`config.mk`:
```
export PLATFORM = sky130hd
export DESIGN_NAME = data_receiver
export DESIGN_NICKNAME = d
export VERILOG_FILES = /design/src/rtl/data_receiver.sv
export SDC_FILE = /design/constraint.sdc
export NUM_CORES = 1
export LEC_CHECK = 0
export CORE_ASPECT_RATIO = 1.1
export CORE_MARGIN = 1
export CORE_UTILIZATION = 45
export CTS_BUF_LIST = sky130_fd_sc_hd__clkbuf_4 sky130_fd_sc_hd__clkbuf_8
export CTS_CLUSTER_SIZE = 12
export DETAILED_ROUTE_END_ITERATION = 16
export PLACE_DENSITY_LB_ADDON = 0.08
export SETUP_SLACK_MARGIN = 0.5
export SYNTH_ARGS = -nofsm -noshare
export SYNTH_HDL_FRONTEND = slang
export SYNTH_SLANG_ARGS = --single-unit
```
`constraint.sdc`:
```
create_clock -name clk -period 2.6 [get_ports clk]
set_input_delay 0.52 -clock clk [delete_from_list [all_inputs] [get_ports clk]]
set_output_delay 0.52 -clock clk [all_outputs]
set_load 0.01 [all_outputs]
```
`src/rtl/data_receiver.sv`:
```
// Receive side of the transmission/serial_clk/serial_data link: synchronizes the three lines,
// shifts in one DATA_WIDTH-bit word per frame MSB first, and flags short/long frames.
// Optional frame timeout is enabled by defining DATA_RECEIVER_TIMEOUT_EN.
module data_receiver #(
   parameter int DATA_WIDTH     = 64,
   parameter int SYNC_STAGES    = 2,
   parameter int TIMEOUT_CYCLES = 65535
) (
   input  logic                          clk,
   input  logic                          rst_n,
   input  logic                          transmission,
   input  logic                          serial_clk,
   input  logic                          serial_data,
   output logic [DATA_WIDTH-1:0]         out_data,
   output logic                          data_valid,
   output logic                          frame_error,
   output logic                          busy,
   output logic [$clog2(DATA_WIDTH+1):0] bit_count
);

   localparam int BCW = $clog2(DATA_WIDTH+1) + 1;
   localparam logic [BCW-1:0] BC_FULL = BCW'(DATA_WIDTH);
   localparam logic [BCW-1:0] BC_OVF  = BCW'(DATA_WIDTH + 1);

   if (SYNC_STAGES < 2 || TIMEOUT_CYCLES < 1) begin : g_bad_params
      $error("data_receiver: SYNC_STAGES must be >= 2 and TIMEOUT_CYCLES >= 1");
   end

   typedef enum logic [1:0] {IDLE, RECEIVE, CHECK} state_t;

   logic [SYNC_STAGES-1:0] tx_sync_q, tx_sync_d;
   logic [SYNC_STAGES-1:0] ck_sync_q, ck_sync_d;
   logic [SYNC_STAGES-1:0] dt_sync_q, dt_sync_d;
   logic                   tx_dly_q, tx_dly_d;
   logic                   ck_dly_q, ck_dly_d;
   state_t                 state_q, state_d;
   logic [DATA_WIDTH-1:0]  shift_q, shift_d;
   logic [DATA_WIDTH-1:0]  out_q, out_d;
   logic [BCW-1:0]         bcnt_q, bcnt_d;
   logic                   valid_q, valid_d;
   logic                   err_q, err_d;
   logic                   busy_q, busy_d;
   logic                   pend_q, pend_d;

`ifdef DATA_RECEIVER_TIMEOUT_EN
   localparam int TW = $clog2(TIMEOUT_CYCLES + 1);
   localparam logic [TW-1:0] TMO_MAX = TW'(TIMEOUT_CYCLES);
   logic [TW-1:0] tmo_q, tmo_d;
`endif

   logic sync_tx, sync_ck, sync_dt;
   logic tx_rise, tx_fall, sclk_rise;

   assign sync_tx   = tx_sync_q[SYNC_STAGES-1];
   assign sync_ck   = ck_sync_q[SYNC_STAGES-1];
   assign sync_dt   = dt_sync_q[SYNC_STAGES-1];
   assign tx_rise   = sync_tx & ~tx_dly_q;
   assign tx_fall   = ~sync_tx & tx_dly_q;
   assign sclk_rise = sync_ck & ~ck_dly_q;

   always_comb begin
      tx_sync_d = {tx_sync_q[SYNC_STAGES-2:0], transmission};
      ck_sync_d = {ck_sync_q[SYNC_STAGES-2:0], serial_clk};
      dt_sync_d = {dt_sync_q[SYNC_STAGES-2:0], serial_data};
      tx_dly_d  = sync_tx;
      ck_dly_d  = sync_ck;
      state_d   = state_q;
      shift_d   = shift_q;
      out_d     = out_q;
      bcnt_d    = bcnt_q;
      valid_d   = 1'b0;
      err_d     = 1'b0;
      pend_d    = pend_q;
`ifdef DATA_RECEIVER_TIMEOUT_EN
      tmo_d     = tmo_q;
`endif
      case (state_q)
         IDLE: begin
            // pend_q carries a frame start that arrived while CHECK was busy
            if (tx_rise || pend_q) begin
               state_d = RECEIVE;
               shift_d = '0;
               bcnt_d  = '0;
               pend_d  = 1'b0;
`ifdef DATA_RECEIVER_TIMEOUT_EN
               tmo_d   = '0;
`endif
            end
         end
         RECEIVE: begin
            if (sclk_rise) begin
               if (bcnt_q < BC_FULL) shift_d = {shift_q[DATA_WIDTH-2:0], sync_dt};
               if (bcnt_q != BC_OVF) bcnt_d = bcnt_q + BCW'(1);
            end
            if (tx_fall) state_d = CHECK;
`ifdef DATA_RECEIVER_TIMEOUT_EN
            tmo_d = sclk_rise ? '0 : tmo_q + TW'(1);
            // a stalled serial clock abandons the frame; its eventual tx_fall lands in IDLE
            if (!sclk_rise && !tx_fall && tmo_q == TMO_MAX) begin
               state_d = IDLE;
               err_d   = 1'b1;
            end
`endif
         end
         CHECK: begin
            state_d = IDLE;
            if (bcnt_q == BC_FULL) begin
               out_d   = shift_q;
               valid_d = 1'b1;
            end else begin
               err_d = 1'b1;
            end
            if (tx_rise) pend_d = 1'b1;
         end
         default: state_d = IDLE;
      endcase
      busy_d = (state_d == RECEIVE);
   end

   always_ff @(posedge clk or negedge rst_n) begin
      if (!rst_n) begin
         tx_sync_q <= '0;
         ck_sync_q <= '0;
         dt_sync_q <= '0;
         tx_dly_q  <= 1'b0;
         ck_dly_q  <= 1'b0;
         state_q   <= IDLE;
         shift_q   <= '0;
         out_q     <= '0;
         bcnt_q    <= '0;
         valid_q   <= 1'b0;
         err_q     <= 1'b0;
         busy_q    <= 1'b0;
         pend_q    <= 1'b0;
`ifdef DATA_RECEIVER_TIMEOUT_EN
         tmo_q     <= '0;
`endif
      end else begin
         tx_sync_q <= tx_sync_d;
         ck_sync_q <= ck_sync_d;
         dt_sync_q <= dt_sync_d;
         tx_dly_q  <= tx_dly_d;
         ck_dly_q  <= ck_dly_d;
         state_q   <= state_d;
         shift_q   <= shift_d;
         out_q     <= out_d;
         bcnt_q    <= bcnt_d;
         valid_q   <= valid_d;
         err_q     <= err_d;
         busy_q    <= busy_d;
         pend_q    <= pend_d;
`ifdef DATA_RECEIVER_TIMEOUT_EN
         tmo_q     <= tmo_d;
`endif
      end
   end

   assign out_data    = out_q;
   assign data_valid  = valid_q;
   assign frame_error = err_q;
   assign busy        = busy_q;
   assign bit_count   = bcnt_q;

endmodule

```
Word-level counts from Yosys, hierarchy flattened

Index checks and enable logic that the tools add are counted.

Add/subtract/negate cells: 1
Multipliers: 0
Div/mod/pow operators: 0
$lt $le $gt $ge: 1
Equality and inequality tests: 10
Shifts and indexed selects: 0
Multiplexer cells: 18
Bitwise logic cells: 6
Reduce and logical (&&, ||, !) cells: 8

Operator list:

| kind                | count |
|---|---|
| $mux 64             | 3 |
| $pmux 64 s2         | 1 |
| $mux 8              | 3 |
| $pmux 8 s2          | 1 |
| $ne 2x2->1 const B  | 5 |
| $add 8x1->8 const B | 1 |
| $eq 8x7->1 const B  | 1 |
| $lt 8x7->1 const B  | 1 |
| $ne 8x7->1 const B  | 1 |
| $reduce_and 4->1    | 2 |
| $mux 1              | 6 |
| $eq 2x1->1 const B  | 2 |
| $mux 2              | 2 |
| $pmux 2 s2          | 1 |
| $reduce_bool 2->1   | 2 |
| $and 1x1->1         | 3 |
| $not 1->1           | 3 |
| $reduce_and 3->1    | 1 |
| $eq 2x2->1 const B  | 1 |
| $logic_not 2->1     | 1 |
| $pmux 1 s2          | 1 |
| $reduce_and 2->1    | 1 |
| $logic_or 1x1->1    | 1 |

Flip-flop bits (word level): 150
Latch bits: 0
Bits in writable memories: 0
ROM bits: 0
Input bits: 5
Output and inout bits: 75
Logic and storage cells: 57
Memories: 0

Depth between registers and ports, before layout

Gate-level depths: netlist of the first run.

Depth after elaboration: 6
Depth in mapped cells: 7
Depth with buffers taken out: 5

Worst setup path before layout of the first run

Ideal clock, no wire load.

Path type: flip-flop to flip-flop
Start: reg bcnt_q[2], in the netlist bit_count[2]
End: reg out_q[10], in the netlist out_data[10]
Setup time: 125 ps
Arrival time: 1892 ps
Required time: 2475 ps
Slack: 583 ps
Stages on the path, launching flop included: 7
Path buffers: 2
Period minus slack after synthesis: 2017 ps
Cells stage by stage: dfrtp_1 or4b_1 nor3_2 nand4b_1 buf_4 buf_6 mux2_4

Word-level cells in the longest chain between the ends: 2

Ends and longest elaborated chain:

| element                           | RTL line | text |
|---|---|---|
| start: declaration                | 39       | `logic [BCW-1:0] bcnt_q, bcnt_d;` |
| start signal: assignment          | 147      | `bcnt_q <= bcnt_d;` |
| $eq 8x7->1                        | 107      | `if (bcnt_q == BC_FULL) begin` |
| $reduce_and 2->1 (no source line) | --       |  |
| end signal: assignment            | 146      | `out_q <= out_d;` |
| end: declaration                  | 38       | `logic [DATA_WIDTH-1:0] out_q, out_d;` |

No other way between the ends.
A chain may end at the register's enable or synchronous reset.

Worst setup path after layout of the first run

Start: reg bcnt_q[2], in the netlist bit_count[2]
End: reg out_q[9], in the netlist out_data[9]

The elaborated chain is that of the path after synthesis.

==> impl_metrics.py, run 1 <==
metrics = {
    "timing": {
        "tightest_slew_ns": 0.658,
        "fin_crit_ns": 2.11,
        "hold_viol_final": 0,
        "min_period_over_period_pct": 81.1,
        "finalSetupViolations": 0,
        "setup_tns_ns": 0,
        "final_max_slew_viol_count": 0,
        "fmax_ghz": 0.474,
        "clock_skew_ns": 0.00873,
        "slew_headroom_pct": 56.2,
        "rsz0062_at_grt": "true",
    },
    "synthesis": {
        "synth_compound_area_share_pct": 12.0,
        "ys_warn_count": 0,
        "syn_inst": 359,
        "synthXorXnorAreaFrac_pct": 0,
        "synth_top_family_by_area": "multiplexers",
        "synth_top_area_share_pct": 65.5,
        "ys_seq_area_share_pct": 65.5,
        "synth_simple_gate_area_share_pct": 3.27,
        "synthTopCellsByArea": "dfrtp_1 (65%), mux2_4 (13%), a22o_1 (10%), mux2_2 (3.1%), buf_6 (0.98%)",
        "synth_edf_count": 0,
        "yosys.area.top_type": "dfrtp_1",
        "synthDistinctLibCells": 37,
        "synthArstFlopShare_pct": 100,
        "synth_fa_ha_area_share_pct": 0.655,
        "synthMuxAreaShare_pct": 16.0,
        "synth_top_flop_cell": "dfrtp_1",
        "synthesis.area_mm2": 0.00573,
        "ys_ff_latch": 150,
        "avgSynthCellArea_um2": 16.0,
        "syn_nets": 367,
    },
    "die": {
        "io_pins": 80,
        "die_area_mm2": 0.0132,
        "core.rowCount": 42,
        "fp.dieH_um": 120,
        "die_w_um": 110,
        "start_util_pct": 46.8,
        "core_mm2": 0.0122,
    },
    "outcome": {
        "status": "completed",
    },
    "critical_path": {
        "crit_type": "reg -> reg",
        "end_kind": "flip-flop",
        "path_max_fanout": 16,
        "critPathRequiredTime_ns": 2.92,
        "crit_arrival_ns": 2.43,
        "r2r.worst_path.cells": 6,
        "cp-start-kind": "flip-flop",
    },
    "cts": {
        "cts_max_level": 4,
        "cts_sinks": 150,
        "cts_tree": "yes",
        "cts.clk_slew.worst_paths_ns": 0.08,
        "cts_max_path_buffers": 2,
        "cts_root_buf": "clkbuf_8",
        "cts_buffers": 17,
        "clock_latency_ns": 0.44,
        "cts.hold.buffers_added": 0,
    },
    "global_routing": {
        "overflow": 0,
        "grt_pass1_vias": 3356,
        "grt_usage_pct": 18.1,
        "grt_max_degree": 65,
        "grt_pass1_wl_mm": 17.6,
        "antenna_found_initial": 0,
    },
    "cells_and_area": {
        "final_util_pct": 59.6,
        "fill_cells": 973,
        "drive_gt1_share_pct": 26.8,
        "nNetsFinal": 462,
        "antenna_cells": 0,
        "syn_to_final_growth_pct": 27.2,
    },
    "pwr": {
        "seq_power_share_pct": 50.8,
        "leakagePower_nw": 3.64,
        "power_frac_clock_pct": 36.7,
        "combPwrFrac_pct": 12.5,
        "power_density_mw_per_mm2": 677,
        "p_int_w": 0.00365,
        "swShare_pct": 26.1,
        "switchingPower_w": 0.00129,
        "ir_drop_v": 0.000391,
    },
    "placement": {
        "dpl.hpwl_mm": 6.04,
        "io_buffers": 79,
        "gp_congestion": 0.781,
    },
    "routing": {
        "drt_iter0_drc": 183,
        "wire_per_inst_um": 17.2,
        "num_vias": 3336,
        "first_pass_iters": 4,
        "viasPerCell": 5.38,
        "route.detailed.drc": 0,
        "drtAntennaViolNets": 0,
        "finalWirelength_mm": 10.7,
    },
    "hold_path": {
        "min_path_type": "in -> async",
    },
    "flow_run": {
        "maxCapViolations": 0,
    },
}
==> worst paths after layout <==
check | slack (ns) | from | end
max in group asynchronous | 1.81 | rst_n | bit_count[4]$_DFFE_PN0P_
min in group clk | 0.35 | ck_sync_q[0]$_DFF_PN0_ | ck_sync_q[1]$_DFF_PN0_
max reg2reg | 0.49 | bit_count[2]$_DFFE_PN0P_ | out_data[9]$_DFFE_PN0P_
min reg2reg | 0.35 | ck_sync_q[0]$_DFF_PN0_ | ck_sync_q[1]$_DFF_PN0_
max | 0.49 | bit_count[2]$_DFFE_PN0P_ | out_data[9]$_DFFE_PN0P_
min | 0.007 | rst_n | out_data[62]$_DFFE_PN0P_
==> power by group through the flow <==
stage / registers [W] / logic, W / clock network (W)
floorplan: 0.00254 / 0.000364 / 0
global placement: 0.00256 / 0.000582 / 0
detailed placement: 0.00256 / 0.000591 / 0
CTS: 0.00251 / 0.000619 / 0.00187
global route: 0.00252 / 0.000688 / 0.00197
finish: 0.00251 / 0.000618 / 0.00181
==> placed cells by master, fill, tap and decap left out, drive strengths merged, types with 2 or more instances in the layout <==
| cell | instances |
|---|---|
| a211o | 2 |
| a22o | 66 |
| a311oi | 2 |
| a31oi | 2 |
| buf | 20 |
| bufinv | 2 |
| clkbuf | 24 |
| clkdlybuf4s50 | 78 |
| clkinv | 4 |
| clkinvlp | 2 |
| dfrtp | 150 |
| ha | 3 |
| inv | 5 |
| mux2 | 65 |
| nand2 | 7 |
| nand2b | 2 |
| nand3 | 3 |
| nor2 | 8 |
| nor2b | 2 |
| nor3 | 2 |
| nor4b | 2 |
==> state kept, by name (all words and copies together) (netlist names) <==
name         count
out_data        64
shift_q         64
bit_count        8
ck_sync_q        2
dt_sync_q        2
state_q          2
tx_sync_q        2
busy             1
ck_dly_q         1
data_valid       1
frame_error      1
pend_q           1
tx_dly_q         1
==> metal layers <==
| metal | GRT usage (%) | wire [µm] | vias to the layer above |
|---|---|---|---|
| met5 | 0 | 0 | - |
| met4 | 7.50 | 180 | 0 |
| met3 | 5.12 | 393 | 16 |
| met2 | 26.5 | 4990 | 79 |
| met1 | 25.2 | 5110 | 1720 |
| li1 | - | - | 1521 |
==> metrics by stage <==
stage	hold WS [ns]	setup slack (ns)	power [W]	cells	cell area, µm²
after floorplan	0.224	0.583	0.00291	359	5730
after global placement	0.335	0.483	0.00314	577	6690
after detailed placement	0.336	0.446	0.00315	577	6690
after CTS	0.00243	0.486	0.00500	619	7260
after global routing	0.0255	0.380	0.00518	620	7290
final	0.00745	0.492	0.00494	620	7290
==> worst max-delay path: stages, from the launching register on <==
cell and delay (ns):
dfrtp_1 0.38, or4b_4 0.56, nor3_4 0.15, nand4b_1 0.20, buf_4 0.23, buf_16 0.17, mux2_4 0.30
==> final cells by class <==
type                            instances  area (µm²)  area share, %
Clock buffer                           23         317           4.34
Clock inverter                          8        95.1           1.30
Inverter                                5        18.8          0.257
Multi-Input combinational cell        181        1870           25.6
Sequential cell                       150        3760           51.5
Tap cell                              154         193           2.64
Timing Repair Buffer                   99        1040           14.3
==> logic make-up after synthesis <==
logic type | count (synthesis)
and+or+nand+nor | 33
muxes | 65
DFF | 150
buffers and inverters | 28
AOI/OAI and AO/OA | 80
adders and majority gates | 3
==> synthesized netlist by cell type, types with 2 or more instances <==
master	instances
nand2_1	7
nor2b_1	2
buf_6	5
mux2_2	16
clkbuf_1	14
a311oi_1	2
nand2b_1	2
nor2_1	8
inv_1	5
ha_1	3
mux2_4	49
buf_2	2
dfrtp_1	150
nor4b_1	2
nand3_1	3
a22o_1	66
a211o_1	2
a31oi_1	2
==> repair_timing <==
action                     CTS  global route
cloned                       3             1
gates resized for setup      7             3
setup endpoints to repair   67            69
setup buffers                8             0
No activity file was read; power rests on OpenSTA's default activity.
==> run 2, diff against run 1 <==
==> constraint.sdc (replaced) <==
create_clock -name clk -period 1.81 [get_ports clk]
set_input_delay 0.362 -clock clk [delete_from_list [all_inputs] [get_ports clk]]
set_output_delay 0.362 -clock clk [all_outputs]
set_load 0.01 [all_outputs]
==> impl_metrics.py, run 2 (synthesized netlist as in run 1, its figures left out) <==
metrics = {
    "placement": {
        "dpl.hpwl_mm": 6.38,
        "placedCellCount": 592,
        "placed_cell_area_mm2": 0.00687,
        "io_buffers": 79,
        "pre_cts_slack_ns": -0.255,
        "gp_congestion": 0.769,
    },
    "hold_path": {
        "min_path_type": "in -> reg",
        "whs_path_depth": 1,
    },
    "die": {
        "core_mm2": 0.0122,
        "core.rowCount": 42,
        "io_pins": 80,
        "die_area_mm2": 0.0132,
        "start_util_pct": 46.8,
        "fp.dieH_um": 120,
        "die_w_um": 110,
    },
    "timing": {
        "fin_crit_ns": 2.07,
        "min_period_over_period_pct": 115,
        "clock_skew_ns": 0.0101,
        "slew_headroom_pct": 69.6,
        "final_max_slew_viol_count": 0,
        "finalSetupViolations": 67,
        "finalWorstSetupSlack_ns": -0.263,
        "hold_viol_final": 0,
        "tightest_slew_ns": 0.456,
        "rsz0062_at_grt": "true",
        "fmax_ghz": 0.482,
    },
    "routing": {
        "route.detailed.drc": 0,
        "wire_per_inst_um": 18.6,
        "num_vias": 3828,
        "drtAntennaViolNets": 0,
        "first_pass_iters": 4,
        "viasPerCell": 5.27,
        "drt_iter0_drc": 135,
        "finalWirelength_mm": 13.5,
    },
    "cells_and_area": {
        "syn_to_final_growth_pct": 47.8,
        "layoutNonFillerInstCount": 726,
        "postLayoutCellArea_mm2": 0.00848,
        "final_util_pct": 69.2,
        "layout_common_cells": "dfrtp_1 (146), buf_4 (67), a22o_1 (66), buf_2 (56), mux2_4 (49)",
        "antenna_cells": 0,
        "mostFrequentLayoutCell": "dfrtp_1",
        "nNetsFinal": 567,
        "drive_gt1_share_pct": 55.2,
    },
    "cts": {
        "cts_tree": "yes",
        "cts_root_buf": "clkbuf_8",
        "cts_max_path_buffers": 2,
        "clock_latency_ns": 0.46,
        "cts_max_level": 4,
        "cts_sinks": 150,
        "cts.clk_slew.worst_paths_ns": 0.09,
        "cts_buffers": 17,
    },
    "global_routing": {
        "overflow": 0,
        "grt_usage_pct": 21.6,
        "grt_max_degree": 47,
        "grt_pass1_wl_mm": 21.0,
        "antenna_found_initial": 0,
        "grt_pass1_vias": 3931,
    },
    "pwr": {
        "combPwrFrac_pct": 27.0,
        "leakagePower_nw": 4.58,
        "seq_power_share_pct": 39.8,
        "swShare_pct": 26.9,
        "switchingPower_w": 0.00241,
        "ir_drop_v": 0.00103,
        "power_w": 0.00896,
        "power_density_mw_per_mm2": 1060,
        "power_frac_clock_pct": 33.2,
        "p_int_w": 0.00656,
    },
    "critical_path": {
        "cp-start-kind": "flip-flop",
        "path_max_fanout": 17,
        "crit_arrival_ns": 2.41,
        "crit_type": "reg -> reg",
        "critPathRequiredTime_ns": 2.15,
        "end_kind": "flip-flop",
        "r2r.worst_path.cells": 6,
        "rrSetupSlack_ns": -0.26,
    },
    "outcome": {
        "violations": "setup timing",
        "status": "finished, violations left",
    },
    "flow_run": {
        "maxCapViolations": 0,
    },
}
## run 2: cell types whose count changed in the layout (fill, tap and decap cells not counted), moves of 6 or more
| cell | delta |
|---|---|
| clkdlybuf4s50_1 | -75 |
| buf_2 | +56 |
| buf_4 | +53 |
| buf_6 | +42 |
| buf_16 | +12 |
| buf_12 | +11 |
| clkbuf_8 | -6 |
## run 2: area by class of cell
class / count / area [µm²]
Clock buffer: 17 / 234
Sequential cell: 150 / 3760
Inverter: 5 / 18.8
Clock inverter: 15 / 228
Timing Repair Buffer: 203 / 2090
Fill cell: 869 / 3770
Multi-Input combinational cell: 182 / 1960
Tap cell: 154 / 193
## run 2: path summary, 6_finish.rpt
path / start / to
worst max-delay path: bit_count[2]$_DFFE_PN0P_ / out_data[29]$_DFFE_PN0P_
worst min-delay path: serial_data / dt_sync_q[0]$_DFF_PN0_
worst max register to register: bit_count[2]$_DFFE_PN0P_ / out_data[29]$_DFFE_PN0P_
worst min register to register: tx_sync_q[0]$_DFF_PN0_ / tx_sync_q[1]$_DFF_PN0_
max in group asynchronous: rst_n / out_data[31]$_DFFE_PN0P_
min in group asynchronous: rst_n / out_data[18]$_DFFE_PN0P_
## run 2: routing by layer
layer | vias up | share of wire [%] | global-route usage, %
met5 | - | 0 | 0
li1 | 1742 | - | -
met4 | 0 | 1.9 | 9.50
met3 | 20 | 4.6 | 5.55
met2 | 97 | 48 | 33.5
met1 | 1969 | 46 | 28.6
## run 2: power by group through the flow
stage                     registers (W)  clock network (W)  logic [W]
after global routing            0.00358            0.00317    0.00256
after detailed placement        0.00362                  0    0.00110
after floorplan                 0.00366                  0   0.000672
after CTS                       0.00357            0.00304    0.00230
after global placement          0.00362                  0    0.00109
final                           0.00357            0.00297    0.00242
## run 2: per-stage QoR
| step | hold slack, ns | setup TNS (ns) |
|---|---|---|
| 2_1_floorplan | 0.0664 | -9.16 |
| 3_3_place_gp | 0.328 | -12.40 |
| 3_5_place_dp | 0.328 | -15.77 |
| 4_1_cts | 0.319 | -13.90 |
| 5_1_grt | 0.321 | -20.65 |
| 6_report | 0.344 | -15.61 |
## run 2: worst max-delay path, cell delays in order, from the launching register on
cell and delay [ns]:
dfrtp_2 0.42, or4b_4 0.57, nor3_4 0.14, nand4b_1 0.14, buf_4 0.19, buf_16 0.17
mux2_4 0.31
## run 2: repair_timing
action	4_1_cts	5_1_grt
pin swaps	11	19
hold endpoints to repair	42	0
setup endpoints to repair	213	213
resized for setup	363	25
cloned	15	3
setup buffers	57	26
hold buffers	1	0
==> run 3, diff against run 2 <==
--- a/config.mk
+++ b/config.mk
@@ -13,6 +13,7 @@
 export DETAILED_ROUTE_END_ITERATION = 16
 export PLACE_DENSITY_LB_ADDON = 0.08
 export SETUP_SLACK_MARGIN = 0.5
+export SLEW_MARGIN = 20
 export SYNTH_ARGS = -nofsm -noshare
 export SYNTH_HDL_FRONTEND = slang
 export SYNTH_SLANG_ARGS = --single-unit
==> constraint.sdc (replaced) <==
create_clock -name clk -period 2.54 [get_ports clk]
set_input_delay 0.508 -clock clk [delete_from_list [all_inputs] [get_ports clk]]
set_output_delay 0.508 -clock clk [all_outputs]
set_load 0.01 [all_outputs]
==> impl_metrics.py, run 3 (synthesized netlist as in run 1, its figures left out) <==
metrics = {
    "cts": {
        "cts_root_buf": "clkbuf_8",
        "cts_buffers": 17,
        "cts.hold.buffers_added": 0,
        "cts_tree": "yes",
        "cts_max_level": 4,
        "cts_max_path_buffers": 2,
        "cts_sinks": 150,
        "cts.clk_slew.worst_paths_ns": 0.07,
        "clock_latency_ns": 0.45,
    },
    "die": {
        "io_pins": 80,
        "die_area_mm2": 0.0132,
        "start_util_pct": 46.8,
        "fp.dieH_um": 120,
        "core_mm2": 0.0122,
        "die_w_um": 110,
        "core.rowCount": 42,
    },
    "timing": {
        "finalSetupViolations": 0,
        "setup_tns_ns": 0,
        "clock_skew_ns": 0.00891,
        "hold_viol_final": 0,
        "slew_headroom_pct": 54.8,
        "fmax_ghz": 0.474,
        "rsz0062_at_grt": "true",
        "tightest_slew_ns": 0.678,
        "hold_ws_ns": 0.0175,
        "final_max_slew_viol_count": 0,
        "fin_crit_ns": 2.11,
        "min_period_over_period_pct": 83.1,
    },
    "critical_path": {
        "r2r-start": "bit_count[3]$_DFFE_PN0P_",
        "critPathTopFamily": "simple AND/OR/NAND/NOR gates",
        "end_kind": "flip-flop",
        "path_buf_inv": 2,
        "critPathRequiredTime_ns": 2.87,
        "cp_slowest_cell": "or4b_4",
        "r2r.worst_path.cells": 6,
        "rr_endpoint": "out_data[33]$_DFFE_PN0P_",
        "critPathLaunch": "bit_count[3]$_DFFE_PN0P_",
        "max_stage_delay_ns": 0.57,
        "crit_arrival_ns": 2.44,
        "path_max_fanout": 17,
        "rrSetupSlack_ns": 0.43,
        "crit_type": "reg -> reg",
        "crit_chain": "or4b_4, nor3_4, nand4b_1, buf_6, buf_16, mux2_4",
        "cp-start-kind": "flip-flop",
    },
    "global_routing": {
        "grt_pass1_wl_mm": 17.4,
        "grt_pass1_vias": 3336,
        "grt_max_degree": 65,
        "antenna_found_initial": 0,
        "overflow": 0,
        "grt_usage_pct": 17.8,
    },
    "hold_path": {
        "min_path_type": "in -> async",
    },
    "cells_and_area": {
        "mostFrequentLayoutCell": "dfrtp_1",
        "layout_common_cells": "dfrtp_1 (143), clkdlybuf4s50_1 (77), a22o_1 (66), mux2_4 (49), clkbuf_8 (21)",
        "antenna_cells": 0,
        "syn_to_final_growth_pct": 28.1,
        "drive_gt1_share_pct": 27.2,
        "postLayoutCellArea_mm2": 0.00735,
        "nNetsFinal": 459,
    },
    "routing": {
        "drt_iter0_drc": 166,
        "drtAntennaViolNets": 0,
        "first_pass_iters": 5,
        "viasPerCell": 5.49,
        "num_vias": 3388,
        "route.detailed.drc": 0,
        "wire_per_inst_um": 18.0,
        "finalWirelength_mm": 11.1,
    },
    "pwr": {
        "ir_drop_v": 0.000471,
        "power_w": 0.00542,
        "leakagePower_nw": 3.66,
        "power_density_mw_per_mm2": 738,
    },
    "outcome": {
        "status": "completed",
    },
    "placement": {
        "dpl.hpwl_mm": 6.14,
        "io_buffers": 79,
        "placed_cell_area_mm2": 0.00668,
        "gp_congestion": 0.806,
    },
    "flow_run": {
        "maxCapViolations": 0,
    },
}
[run 3: cell types whose count changed in the layout (fill, tap and decap cells not counted), sizes merged]
cell,change
buf,-179
bufinv,+1
clkbuf,+3
clkdlybuf4s50,+74
clkinv,-3
clkinvlp,-2
dlygate4sd3,-1
dlymetal6s2s,+1
inv,-2
nor2b,-1
[run 3: per-stage QoR]
step                      utilization (%)  setup slack (ns)  cells
after floorplan                         -             0.523    359
after global placement               54.5             0.432    576
after detailed placement             54.5             0.364    576
after CTS                            59.4             0.439    613
after global routing                 60.0             0.363    617
final                                60.0             0.429    617
[run 3: how the worst max path moves through the flow]
| stage | end | cells after the start |
|---|---|---|
| floorplan | out_data[10]$_DFFE_PN0P_ | 6 |
| global placement | out_data[30]$_DFFE_PN0P_ | 5 |
| detailed placement | bit_count[0]$_DFFE_PN0P_ | 4 |
| CTS | out_data[56]$_DFFE_PN0P_ | 6 |
| global route | out_data[51]$_DFFE_PN0P_ | 6 |
| finish | out_data[33]$_DFFE_PN0P_ | 6 |
[run 3: final cells by class]
type                            instances  area [µm²]
Timing Repair Buffer                   96        1020
Fill cell                             977        4900
Clock inverter                          9         195
Multi-Input combinational cell        181        1860
Tap cell                              154         193
Clock buffer                           22         297
Inverter                                5        18.8
Sequential cell                       150        3760
[run 3: routing by layer]
metal / global-route usage, % / vias up / wire, µm
li1: - / 1516 / -
met1: 24.5 / 1765 / 5320
met2: 25.9 / 93 / 5190
met3: 5.61 / 14 / 461
met4: 7.58 / 0 / 157
met5: 0 / - / 0
[run 3: worst register-to-register path, cell delays in order (launching register included)]
cell and delay, ns:
dfrtp_2 0.41, or4b_4 0.57, nor3_4 0.20, nand4b_1 0.13, buf_6 0.19, buf_16 0.18
mux2_4 0.32
[run 3: timing repair]
action | in CTS | in global routing
gates cloned | 2 | 2
setup buffers | 4 | 2
endpoints found under the setup margin | 70 | 66
pin swaps | 0 | 3
gates resized for setup | 9 | 6
[run 3: report_power, final]
group	internal, W	total (W)	switching, W
Clock	0.00137	0.00221	0.000834
Sequential	0.00248	0.00258	0.0000979
Combinational	0.000240	0.000635	0.000395
